[src/rtl/uart_autobaud_rx.sv]
// uart_autobaud_rx
//
// 8N1 UART receiver for the debug command channel. It learns its bit time
// from the first character on the line. That character must be 'a' (8'h61)
// or 'i' (8'h69). Both have bit 0 set, so the first low run on the line is
// exactly one start bit.
//
// Ports
//   clk      in   system clock; all state changes on its rising edge
//   nreset   in   asynchronous active-low reset
//   rxd      in   asynchronous serial line, idle high, LSB first
//   relearn  in   synchronous pulse; drops lock and restarts bit-time hunting
//   id       out  last received byte; held between dix strobes
//   dix      out  one-cycle strobe; id is valid in the same cycle
//   locked   out  high while the bit time is known
//   ferr     out  one-cycle strobe on a framing error (low stop bit)
//
// Timing
//   All sample points come from one down-counter (cnt_q). A sample is taken
//   in the cycle where cnt_q == 1, and the counter then reloads with B.
//   The counter therefore never exceeds B.
//   Loading floor(B/2) at t0 (or at tf) puts the first sample at
//   t0 + floor(B/2) (or tf + floor(B/2)).

module uart_autobaud_rx #(
    parameter int CNTW   = 16,
    parameter int MINBIT = 4
) (
    input  logic       clk,
    input  logic       nreset,
    input  logic       rxd,
    input  logic       relearn,
    output logic [7:0] id,
    output logic       dix,
    output logic       locked,
    output logic       ferr
);

    localparam logic [2:0] HUNT    = 3'd0;
    localparam logic [2:0] MEASURE = 3'd1;
    localparam logic [2:0] FIRST   = 3'd2;
    localparam logic [2:0] IDLE    = 3'd3;
    localparam logic [2:0] START   = 3'd4;
    localparam logic [2:0] DATA    = 3'd5;
    localparam logic [2:0] STOP    = 3'd6;
    localparam logic [2:0] WAITHI  = 3'd7;

    localparam logic [CNTW-1:0] CNT_ONE = CNTW'(1);
    localparam logic [CNTW-1:0] CNT_MIN = CNTW'(MINBIT);

    logic            sync1_q;
    logic            line_q;
    logic [2:0]      state_q,  state_d;
    logic [CNTW-1:0] cnt_q,    cnt_d;
    logic [CNTW-1:0] b_q,      b_d;
    logic [3:0]      bitn_q,   bitn_d;
    logic [3:0]      brk_q,    brk_d;
    logic [7:0]      sh_q,     sh_d;
    logic [7:0]      id_q,     id_d;
    logic            dix_q,    dix_d;
    logic            ferr_q,   ferr_d;
    logic            locked_q, locked_d;

    logic            sample;
    logic [CNTW-1:0] half_meas;
    logic [CNTW-1:0] half_b;

    assign sample = (cnt_q == CNT_ONE);

    // A half-bit of zero would make the down-counter wrap. That can only
    // happen when MINBIT < 2, so clamp the half-bit to 1 in that case.
    assign half_meas = ((cnt_q >> 1) == '0) ? CNT_ONE : (cnt_q >> 1);
    assign half_b    = ((b_q   >> 1) == '0) ? CNT_ONE : (b_q   >> 1);

    always_comb begin
        state_d  = state_q;
        cnt_d    = cnt_q;
        b_d      = b_q;
        bitn_d   = bitn_q;
        brk_d    = brk_q;
        sh_d     = sh_q;
        id_d     = id_q;
        dix_d    = 1'b0;
        ferr_d   = 1'b0;
        locked_d = locked_q;

        if (relearn) begin
            state_d  = HUNT;
            locked_d = 1'b0;
            b_d      = '0;
        end else begin
            case (state_q)
                HUNT: begin
                    locked_d = 1'b0;
                    if (!line_q) begin
                        state_d = MEASURE;
                        cnt_d   = CNT_ONE;
                    end
                end

                MEASURE: begin
                    if (line_q) begin
                        // The first high cycle is t0; the low run length is B.
                        if (cnt_q >= CNT_MIN) begin
                            b_d     = cnt_q;
                            cnt_d   = half_meas;
                            bitn_d  = 4'd0;
                            state_d = FIRST;
                        end else begin
                            b_d     = '0;
                            state_d = HUNT;
                        end
                    end else if (cnt_q == '1) begin
                        // Line stuck low longer than the counter can measure.
                        locked_d = 1'b0;
                        state_d  = WAITHI;
                    end else begin
                        cnt_d = cnt_q + CNT_ONE;
                    end
                end

                FIRST: begin
                    if (sample) begin
                        cnt_d = b_q;
                        if (bitn_q == 4'd8) begin
                            if (line_q && (sh_q == 8'h61 || sh_q == 8'h69)) begin
                                locked_d = 1'b1;
                                id_d     = sh_q;
                                dix_d    = 1'b1;
                                state_d  = IDLE;
                            end else begin
                                b_d     = '0;
                                state_d = line_q ? HUNT : WAITHI;
                            end
                        end else begin
                            sh_d   = {line_q, sh_q[7:1]};
                            bitn_d = bitn_q + 4'd1;
                        end
                    end else begin
                        cnt_d = cnt_q - CNT_ONE;
                    end
                end

                IDLE: begin
                    if (!line_q) begin
                        cnt_d   = half_b;
                        state_d = START;
                    end
                end

                START: begin
                    if (sample) begin
                        if (line_q) begin
                            // A start bit that is gone by mid-bit is a glitch.
                            state_d = IDLE;
                        end else begin
                            cnt_d   = b_q;
                            bitn_d  = 4'd0;
                            state_d = DATA;
                        end
                    end else begin
                        cnt_d = cnt_q - CNT_ONE;
                    end
                end

                DATA: begin
                    if (sample) begin
                        cnt_d = b_q;
                        sh_d  = {line_q, sh_q[7:1]};
                        if (bitn_q == 4'd7) begin
                            state_d = STOP;
                        end else begin
                            bitn_d = bitn_q + 4'd1;
                        end
                    end else begin
                        cnt_d = cnt_q - CNT_ONE;
                    end
                end

                STOP: begin
                    if (sample) begin
                        if (line_q) begin
                            id_d    = sh_q;
                            dix_d   = 1'b1;
                            state_d = IDLE;
                        end else begin
                            // Arm break detection: count 16 periods of B.
                            ferr_d  = 1'b1;
                            cnt_d   = b_q;
                            brk_d   = 4'd0;
                            state_d = WAITHI;
                        end
                    end else begin
                        cnt_d = cnt_q - CNT_ONE;
                    end
                end

                default: begin // WAITHI
                    if (line_q) begin
                        state_d = locked_q ? IDLE : HUNT;
                    end else if (locked_q) begin
                        if (sample) begin
                            cnt_d = b_q;
                            if (brk_q == 4'd15) begin
                                locked_d = 1'b0;
                            end else begin
                                brk_d = brk_q + 4'd1;
                            end
                        end else begin
                            cnt_d = cnt_q - CNT_ONE;
                        end
                    end
                end
            endcase
        end
    end

    always_ff @(posedge clk or negedge nreset) begin
        if (!nreset) begin
            sync1_q  <= 1'b1;
            line_q   <= 1'b1;
            state_q  <= HUNT;
            cnt_q    <= '0;
            b_q      <= '0;
            bitn_q   <= 4'd0;
            brk_q    <= 4'd0;
            sh_q     <= 8'h00;
            id_q     <= 8'h00;
            dix_q    <= 1'b0;
            ferr_q   <= 1'b0;
            locked_q <= 1'b0;
        end else begin
            sync1_q  <= rxd;
            line_q   <= sync1_q;
            state_q  <= state_d;
            cnt_q    <= cnt_d;
            b_q      <= b_d;
            bitn_q   <= bitn_d;
            brk_q    <= brk_d;
            sh_q     <= sh_d;
            id_q     <= id_d;
            dix_q    <= dix_d;
            ferr_q   <= ferr_d;
            locked_q <= locked_d;
        end
    end

    assign id     = id_q;
    assign dix    = dix_q;
    assign locked = locked_q;
    assign ferr   = ferr_q;

endmodule

[config.mk]
export PLATFORM = sky130hd
export DESIGN_NAME = uart_autobaud_rx
export DESIGN_NICKNAME = d
export VERILOG_FILES = /design/src/rtl/uart_autobaud_rx.sv
export SDC_FILE = /design/constraint.sdc
export NUM_CORES = 1
export LEC_CHECK = 0
export ABC_CLOCK_PERIOD_IN_PS = 3500
export CORE_ASPECT_RATIO = 0.6
export CORE_UTILIZATION = 52
export DETAILED_ROUTE_END_ITERATION = 8
export PLACE_DENSITY = 0.69
export SKIP_CTS_REPAIR_TIMING = 1
export SLEW_MARGIN = 10
export SYNTH_ARGS = -nofsm -noshare
export SYNTH_HDL_FRONTEND = slang
export SYNTH_SLANG_ARGS = --single-unit
[constraint.sdc]
create_clock -name clk -period 3.5 [get_ports clk]
set_clock_uncertainty 0.15 [all_clocks]
set_input_delay 0.525 -clock clk [delete_from_list [all_inputs] [get_ports clk]]
set_output_delay 0.525 -clock clk [all_outputs]
set_load 0.05 [all_outputs]
==> key figures <==
Run status
  – Status: completed

Final layout
  – Final core occ: 61.4%
  – Multi-input gate area: 2540 um2
  – # diodes: 0
  – Fin nets: 546
  – Post-route cell area: 4920 um2
  – FILL cells: 690
  – Area Overhead vs Synth: 12.4%
  – Register Area: 1600 um2
  – Layout cells sized above 1: 13.3%

Global route
  – Gr ovfl total: 0
  – First-pass GRT wire length: 20600 um
  – GRT Overall Usage: 31.5%
  – Largest net degree at the start of global routing: 33
  – Vias in the first global route: 3653
  – Initial antenna violation count: 0

Setup path
  – R2R cell count: 7
  – CP Launch Type: flop
  – CP max FO: 17
  – WP data arrival: 3.20 ns
  – Worst endpoint required time: 3.57 ns
  – Critical-path cell list: inv_1 -> ha_1 -> or4b_4 -> and3b_2 -> nand2_4 -> nor4_4 -> mux2_2
  – Worst path max stage delay: 0.61 ns
  – Slowest CP cell: or4b_4
  – CP endpoint kind: flop
  – Critical path class: flop to flop

STA
  – Min Clock Period, post-route: 3.13 ns
  – Final setup margin: 0.367 ns
  – Final Max Slew Viols: 0
  – Setup TNS: 0 ns
  – RSZ-0062 raised after global routing: no
  – Worst slew margin: 51.8%
  – Final hold vios: 0
  – Tcrit/Tclk final: 89.5%
  – Final setup fails: 0
  – Maximum clock rate: 0.319 GHz
  – Measured slew at the worst slew-check pin: 0.721 ns

Power and ir drop
  – Sw power: 1.82 mW
  – Leakage: 2.00 nW
  – PwrDens: 802 nW/um2
  – Total power: 3.94 mW
  – Switch share: 46.1%
  – Comb pwr share: 44.4%
  – IR Drop Worst-Case VDD: 0.000411 V
  – Pint: 2.13 mW
  – Clk pwr share: 22.5%
  – Reg power frac: 33.2%

Floorplan
  – Die area: 8800 um2
  – Vert. Die Dim: 73.1 um
  – Core area: 8010 um2
  – IO Pins: 15
  – Std cell rows: 25
  – Chip width: 120 um
  – Starting Density: 54.6%

Clock tree
  – Max clock buf depth: 2
  – Worst-Skew Late Latency: 0.34 ns
  – CTS tree: done
  – Reg clk slew, reported paths: 0.06 ns
  – TritonCTS buffer count: 9
  – Clk root buf: clkbuf_16
  – Clock sink count: 64
  – H-Tree Level Count: 3

Synthesis
  – Syn nets: 544
  – Mapped Avg Cell Area: 8.21 um2
  – Register area share after synthesis: 36.7%
  – Cell variety after synth: 69
  – Synth Instances: 533
  – Synth Flop Type: dfrtp_1
  – Post-synth ARST share: 100%
  – Number of flops mapped to enable cells by yosys: 0
  – Post-synthesis register bit count: 64
  – Post-Syn Area: 4380 um2
  – Yosys warning total: 0

Drt
  – Drt first pass iters: 5
  – Total number of vias: 4253
  – Drt total wl: 12900 um
  – Iter 0 DRT Violations: 527
  – DR vias/cell: 6.56
  – Routed Antenna Nets: 0
  – WL per Instance: 19.9 um
  – # DRC: 0

Place
  – Dpl ws: 0.400 ns
  – GP Congestion: 0.975
  – Cell area after placement: 4620 um2
  – I/O Buffers: 14
  – Dpl hpwl: 9300 um

Min path
  – HP Class: input pin to async pin

Job
  – Maxcap violations: 0
power by group through the flow:
stage	logic (mW)	clock network (mW)	registers, mW
after CTS	1.70	0.903	1.29
after global placement	1.66	0	1.30
final	1.75	0.886	1.31
after global routing	1.90	0.932	1.35
after floorplan	1.44	0	1.04
after detailed placement	1.69	0	1.30
through the flow:
step,hold slack (ns),instances
floorplan,0.0794,533
global placement,0.196,632
detailed placement,0.202,632
CTS,0.0425,648
global route,0.0857,648
finish,0.0511,648
critical path, delay by kind of cell (launching register included):
kind	cells	cell delay, ns
simple gates	4	1.60
mux	1	0.40
fa+ha+maj	1	0.22
flops	1	0.47
buf+inv	1	0.16
layout make-up:
class	instances	area share [%]
tap	108	2.75
timing repair buffer	35	5.95
inverter	12	0.916
clock buffer	9	4.58
clock inverter	7	1.48
sequential	64	32.6
multi-input combinational	413	51.7
per-layer routing:
layer	vias up	track usage [%]	share of wire, %
li1	1940	-	-
met5	-	0	0
met1	2023	48.5	47
met4	0	10.2	1.5
met3	22	9.61	13
met2	268	40.9	39
worst paths after layout:
path,startpoint,endpoint,slack (ns)
worst max register to register,cnt_q[1],sh_q[4],0.37
worst min register to register,sync1_q,line_q,0.21
worst min-delay path,nreset,cnt_q[10],0.05
min in group clk,sync1_q,line_q,0.21
worst max-delay path,cnt_q[1],sh_q[4],0.37
max in group asynchronous,nreset,line_q,2.32
registers in the layout (all words and copies together) (netlist names):
signal and flops:
b_q 16, bitn_q 4, brk_q 4, cnt_q 16, dix 1, ferr 1, id 8, line_q 1
locked 1, sh_q 8, state_q 3, sync1_q 1
Yosys cell counts (3+ instances only):
cell	instances	share of area, %
nor4_1	9	1.3
nand4_1	9	1.3
xor2_1	7	1.4
o21ai_0	45	5.1
a211oi_1	7	1.2
nor2_1	52	4.5
buf_1	3	0.26
o31ai_1	5	0.86
ha_1	7	2.0
mux2i_1	4	0.92
nor2b_1	4	0.57
dfrtp_1	62	35
nand2b_1	7	1.0
buf_2	6	0.69
o211ai_1	6	1.0
xnor2_1	10	2.0
inv_1	12	1.0
nor3b_1	3	0.51
mux2_2	18	4.6
nand3b_1	4	0.69
clkbuf_1	33	2.8
a31oi_1	12	1.7
nand4b_1	3	0.60
nand3_1	14	1.6
nor3_1	17	1.9
a221oi_1	6	1.2
a21oi_1	31	3.5
nand2_1	76	6.5
cell families (layout without fill, tap and decap cells):
kind of cell,after synthesis,after routing,synth area share [%]
adders and majority gates,7,7,2.00
muxes,22,22,5.55
and+or+nand+nor,222,222,25.6
xor gates and xnor gates,17,17,3.40
AOI/OAI and AO/OA,145,145,21.4
buffers and inverters,56,63,5.32
DFF,64,64,36.7
placed cells by master (no fill, tap or decap), types with 9 or more instances in the layout:
cell type,Yosys,routed
buf_4,0,21
o21ai_0,45,45
inv_1,12,12
dfrtp_1,62,62
nand3_1,14,14
nor2_1,52,52
nor4_1,9,9
nor3_1,17,17
a31oi_1,12,12
clkdlybuf4s50_1,0,13
nand2_1,76,76
a21oi_1,31,31
mux2_2,18,18
clkbuf_16,0,9
xnor2_1,10,10
nand4_1,9,9
Power figures use the tool's default switching activity.
